--- src/rtl/wb_dma_arbiter.sv ---
// rtl/wb_dma_arbiter.sv - two-master round-robin Wishbone B3 arbiter in front of the memory slave
// Optional stall watchdog with FLUSH state: define WB_DMA_ARBITER_TIMEOUT_EN.
module wb_dma_arbiter #(
   parameter int WB_AW   = 32,
   parameter int WB_DW   = 32,
   parameter int TIMEOUT = 1024
) (
   input  logic               clk,
   input  logic               rst_n,
   input  logic [WB_AW-1:0]   m0_adr_i,
   input  logic [WB_DW-1:0]   m0_dat_i,
   input  logic [WB_DW/8-1:0] m0_sel_i,
   input  logic               m0_we_i,
   input  logic               m0_cyc_i,
   input  logic               m0_stb_i,
   input  logic [2:0]         m0_cti_i,
   input  logic [1:0]         m0_bte_i,
   output logic [WB_DW-1:0]   m0_dat_o,
   output logic               m0_ack_o,
   output logic               m0_err_o,
   input  logic [WB_AW-1:0]   m1_adr_i,
   input  logic [WB_DW-1:0]   m1_dat_i,
   input  logic [WB_DW/8-1:0] m1_sel_i,
   input  logic               m1_we_i,
   input  logic               m1_cyc_i,
   input  logic               m1_stb_i,
   input  logic [2:0]         m1_cti_i,
   input  logic [1:0]         m1_bte_i,
   output logic [WB_DW-1:0]   m1_dat_o,
   output logic               m1_ack_o,
   output logic               m1_err_o,
   output logic [WB_AW-1:0]   s_adr_o,
   output logic [WB_DW-1:0]   s_dat_o,
   output logic [WB_DW/8-1:0] s_sel_o,
   output logic               s_we_o,
   output logic               s_cyc_o,
   output logic               s_stb_o,
   output logic [2:0]         s_cti_o,
   output logic [1:0]         s_bte_o,
   input  logic [WB_DW-1:0]   s_dat_i,
   input  logic               s_ack_i,
   input  logic               s_err_i,
   output logic [1:0]         grant_o
);

   typedef enum logic [1:0] {
      IDLE  = 2'd0,
      G0    = 2'd1,
      G1    = 2'd2
`ifdef WB_DMA_ARBITER_TIMEOUT_EN
      , FLUSH = 2'd3
`endif
   } state_t;

   state_t state;
   logic   last;

`ifdef WB_DMA_ARBITER_TIMEOUT_EN
   localparam int CW = $clog2(TIMEOUT + 1);
   logic [CW-1:0] cnt;
   logic          stalled;
   logic          to_hit;

   // The error fires during the TIMEOUT-th consecutive stalled cycle.
   assign stalled = ((state == G0 && m0_stb_i) || (state == G1 && m1_stb_i))
                    && !s_ack_i && !s_err_i;
   assign to_hit  = stalled && (cnt == CW'(TIMEOUT - 1));
`endif

   always_ff @(posedge clk or negedge rst_n) begin
      if (!rst_n) begin
         state   <= IDLE;
         last    <= 1'b1;
         grant_o <= 2'b00;
`ifdef WB_DMA_ARBITER_TIMEOUT_EN
         cnt     <= '0;
`endif
      end else begin
`ifdef WB_DMA_ARBITER_TIMEOUT_EN
         cnt <= (stalled && !to_hit) ? cnt + 1'b1 : '0;
`endif
         case (state)
            IDLE: begin
               // On a tie, the master that did not own the bus last wins.
               if (m0_cyc_i && (!m1_cyc_i || last)) begin
                  state   <= G0;
                  grant_o <= 2'b01;
               end else if (m1_cyc_i) begin
                  state   <= G1;
                  grant_o <= 2'b10;
               end
            end
            G0: begin
               if (!m0_cyc_i) begin
                  state   <= IDLE;
                  last    <= 1'b0;
                  grant_o <= 2'b00;
               end
`ifdef WB_DMA_ARBITER_TIMEOUT_EN
               else if (to_hit) begin
                  state   <= FLUSH;
                  last    <= 1'b0;
                  grant_o <= 2'b00;
               end
`endif
            end
            G1: begin
               if (!m1_cyc_i) begin
                  state   <= IDLE;
                  last    <= 1'b1;
                  grant_o <= 2'b00;
               end
`ifdef WB_DMA_ARBITER_TIMEOUT_EN
               else if (to_hit) begin
                  state   <= FLUSH;
                  last    <= 1'b1;
                  grant_o <= 2'b00;
               end
`endif
            end
`ifdef WB_DMA_ARBITER_TIMEOUT_EN
            FLUSH: begin
               if (!(last ? m1_cyc_i : m0_cyc_i))
                  state <= IDLE;
            end
`endif
            default: begin
               state   <= IDLE;
               grant_o <= 2'b00;
            end
         endcase
      end
   end

   always_comb begin
      s_adr_o  = '0;
      s_dat_o  = '0;
      s_sel_o  = '0;
      s_we_o   = 1'b0;
      s_cyc_o  = 1'b0;
      s_stb_o  = 1'b0;
      s_cti_o  = '0;
      s_bte_o  = '0;
      m0_dat_o = '0;
      m0_ack_o = 1'b0;
      m0_err_o = 1'b0;
      m1_dat_o = '0;
      m1_ack_o = 1'b0;
      m1_err_o = 1'b0;
      if (state == G0) begin
         s_adr_o  = m0_adr_i;
         s_dat_o  = m0_dat_i;
         s_sel_o  = m0_sel_i;
         s_we_o   = m0_we_i;
         s_cyc_o  = m0_cyc_i;
         s_stb_o  = m0_stb_i;
         s_cti_o  = m0_cti_i;
         s_bte_o  = m0_bte_i;
         m0_dat_o = s_dat_i;
         m0_ack_o = s_ack_i;
         m0_err_o = s_err_i;
      end else if (state == G1) begin
         s_adr_o  = m1_adr_i;
         s_dat_o  = m1_dat_i;
         s_sel_o  = m1_sel_i;
         s_we_o   = m1_we_i;
         s_cyc_o  = m1_cyc_i;
         s_stb_o  = m1_stb_i;
         s_cti_o  = m1_cti_i;
         s_bte_o  = m1_bte_i;
         m1_dat_o = s_dat_i;
         m1_ack_o = s_ack_i;
         m1_err_o = s_err_i;
      end
`ifdef WB_DMA_ARBITER_TIMEOUT_EN
      if (to_hit) begin
         s_cyc_o = 1'b0;
         s_stb_o = 1'b0;
         if (state == G1)
            m1_err_o = 1'b1;
         else
            m0_err_o = 1'b1;
      end
`endif
   end

endmodule

--- config.mk ---
export PLATFORM = sky130hd
export DESIGN_NAME = wb_dma_arbiter
export DESIGN_NICKNAME = d
export VERILOG_FILES = /design/src/rtl/wb_dma_arbiter.sv
export SDC_FILE = /design/constraint.sdc
export NUM_CORES = 1
export LEC_CHECK = 0
export BUFFER_PORTS_ARGS = -buffer_cell sky130_fd_sc_hd__buf_2
export CELL_PAD_IN_SITES_DETAIL_PLACEMENT = 2
export CELL_PAD_IN_SITES_GLOBAL_PLACEMENT = 2
export CORE_AREA = 2 2 128 130
export CTS_CLUSTER_SIZE = 40
export DETAILED_ROUTE_END_ITERATION = 10
export DIE_AREA = 0 0 130 132
export PLACE_DENSITY = 0.91
export SKIP_CTS_REPAIR_TIMING = 1
export SKIP_LAST_GASP = 1
export SYNTH_ARGS = -nofsm -noshare
export SYNTH_HDL_FRONTEND = slang
export SYNTH_SLANG_ARGS = --single-unit
--- constraint.sdc ---
create_clock -name clk -period 1.3 [get_ports clk]
set_input_delay 0.195 -clock clk [delete_from_list [all_inputs] [get_ports clk]]
set_output_delay 0.195 -clock clk [all_outputs]
set_load 0.02 [all_outputs]
==> impl_results.md <==
* Synthesized flop and latch total at 3
* Met3 routed WL at 1.350 mm
* Worst setup SP type: flip-flop
* Die area at approximately 0.017 sq mm
* Routed met2 length at 8.524 mm
* First-pass GRT wire length at 17.27 mm
* Initial DRT Pass Iterations at 4
* Cts bufs inserted at 3
* Initial antenna violation count at 2
* Core Rows at 46
* Antenna cells at 0
* Top sig layer: met4
* Pint at 3.236 mW
* Final instance area at 0.004933 sq mm
* Max cap viols at 0
* Post-DRT Antenna Nets at 0
* HP Class: input pin to async pin
* Clock power frac at 8.4%
* Slew Limit Fails at 0
* Min setup slack post-route at -0.4267 ns
* # H-tree levels at 1
* Die Y at 132 microns
* CP Max Fanout at 15
* TritonCTS clock tree: built
* Post-synth cell types at 15
* Fin util at 31.40%
* VDD IR max at 398.5 uV
* Clk Latency, worst-skew pair at 0.23 ns
* Largest net degree at the start of global routing at 63
* P_leak at ~2.8 nW
* Crit Path Category: flip-flop to primary output
* Ports at 334
* Pwr dens at 1187 mW/mm^2
* Setup violators final at 144
* Worst-path clk slew at 0.03 ns
* Final count of hold timing violations at 0
* Wire per inst at 19.93 microns
* DR DRC count at 0
* P_sw at 2.620 mW
* Share of post-route cells with drive strength above 1 at 95.49%
* Crit. End Element: primary output
* Post-synthesis sequential area ratio at under 10%
* Final Cycle Share at 132.8%
* Part of the power in registers at under 10%
* Rel. slew slack at roughly 90%
* Vias in the first global route at 3296
* Die Wd at 130 microns
* CP Data Arrival Time at 1.53 ns
* Area Growth Syn to Fin at 258.5%
* Gr ovfl total at 0
* Met1 Routed Length at between 4 and 5 mm
* Cell Area, Synth at 0.001376 sq mm
* Worst Tran Pin Value at between 0.15 and 0.2 ns
* Port Buffer Count at about 330
* Top cell type's share of synthesized area at 48.36%
* R2R cell count at 4
* Fmax at 0.5792 GHz
* Root buffer cell: clkbuf_16
* Bufs on Longest Clock Path at 2
* Post-synthesis average cell area at 7.604 sq um
* Synth warn at 0
* Combinational share of power at 88.7%
* Via density at 4.067
* Drt initial violations at 76
* Clk sink count at 3
* Post-synth EDFFs at 0
* Via Count at 3042
* DP HPWL at around 11 mm
* Core area at 0.01571 sq mm
* Area contributors post-synth: a22o_1 (48%), and2_1 (31%), buf_2 (4.0%), buf_4 (3.8%), dfrtp_1 (3.6%)
* Synth Net Count at 369
* GRT Total Usage at about an eighth
* Clock Skew at 0.0002280 ns
* Gpl congestion at 0.8687
* RSZ-0062 raised after global routing: true
* Post-Synthesis Cells at 181
* Failing checks: negative setup slack
* Top_reg_cell synth: dfrtp_1
* Critical Path RT at about 1.1 ns
* Post-DP Area at 0.004076 sq mm
* Status: finished with violations
* Area leader, netlist: a22o_1
* Fill count at about 1800
* Sw frac at 44.74%
* Initial Util at 8.759%
* Tmin final at 1.727 ns
* Final nets at 721
* Post-synth ARST share at between 90% and 100%
* Routed WL at 14.91 mm
## metrics by stage
stage / worst slack, ns / hold slack (ns) / setup TNS (ns) / cells / total power [mW]
floorplan: -0.1413 / -0.1006 / -11.73 / 181 / 2.876
global placement: -0.2393 / -0.007470 / -20.61 / 726 / 4.181
detailed placement: -0.2967 / -0.0007647 / -24.59 / 726 / 4.294
CTS: -0.5341 / -0.2351 / -58.85 / 730 / 4.802
global route: -0.4580 / 0.3183 / -60.07 / 748 / 6.136
finish: -0.4267 / 0.3032 / -53.53 / 748 / 5.857
## state kept, by name, indices dropped and copies added, names as in the netlist
| register | flops |
|---|---|
| last | 1 |
| state | 2 |
## cells in the mapped netlist, types with 2 or more instances
| library cell | n |
|---|---|
| buf_4 | 7 |
| nor2b_1 | 3 |
| buf_6 | 2 |
| buf_2 | 11 |
| nand2b_1 | 2 |
| a22o_1 | 76 |
| dfrtp_1 | 2 |
| clkbuf_1 | 4 |
| and2_1 | 68 |
## cells by family after synthesis
| group | count (synthesis) | synth area share (%) |
|---|---|---|
| AOI/OAI and AO/OA | 80 | 50.45 |
| buffers and inverters | 25 | 10.82 |
| DFF | 3 | 5.546 |
| and+or+nand+nor | 73 | 33.18 |
## worst max-delay path, stage by stage (launching register included)
cell and delay (ns):
dfrtp_2 0.42, nor2b_4 0.15, buf_8 0.14, buf_12 0.16, a22o_4 0.26, buf_2 0.16
## placed cells by master, fill, tap and decap left out
cell / synthesis / final
dfrtp_2: 0 / 2
clkbuf_16: 0 / 10
buf_12: 0 / 7
o21bai_1: 1 / 1
nor2b_1: 3 / 1
clkbuf_4: 0 / 2
and2_1: 68 / 5
buf_6: 2 / 56
inv_1: 1 / 1
nand2b_1: 2 / 2
dfstp_2: 1 / 1
buf_2: 11 / 248
a22o_4: 0 / 66
a21oi_1: 1 / 1
buf_8: 0 / 4
a22o_1: 76 / 10
clkbuf_1: 4 / 1
buf_16: 0 / 2
and2_4: 0 / 12
nor2b_4: 0 / 2
o2bb2ai_2: 0 / 1
o21a_1: 1 / 1
dlygate4sd3_1: 0 / 1
buf_4: 7 / 44
and2_2: 0 / 51
## metal layers
metal | vias up | global-route usage [%]
met1 | 1442 | 12.51
met4 | 0 | 1.613
met5 | - | 0
met3 | 12 | 2.151
li1 | 1382 | -
met2 | 206 | 27.28
## power groups by stage
stage | Sequential [mW] | Combinational [mW] | Clock (mW)
after floorplan | 0.177 | 2.70 | 0
after global routing | 0.176 | 5.45 | 0.509
after global placement | 0.167 | 4.01 | 0
after CTS | 0.168 | 4.14 | 0.496
final | 0.170 | 5.19 | 0.492
after detailed placement | 0.169 | 4.13 | 0
## layout make-up
type                            count  area [sq um]  share of cell area [%]
Timing Repair Buffer              371          2658                   53.87
Multi-Input combinational cell    153          1844                   37.38
Tap cell                          216         270.3                   5.478
Sequential cell                     3         78.83                   1.598
Clock buffer                        4         78.83                   1.598
Inverter                            1         3.754                 0.07608
## path summary, 6_finish.rpt
check | slack, ns | end | start
setup / recovery | -0.43 | s_dat_o[24] | state[0]
hold / removal | 0.30 | state[0] | rst_n
setup reg to reg | 0.11 | state[0] | state[0]
hold reg to reg | 0.56 | state[1] | last
max in group asynchronous | 0.80 | last | rst_n
min in group clk | 0.33 | last | m0_cyc_i
Power figures use the tool's default switching activity.
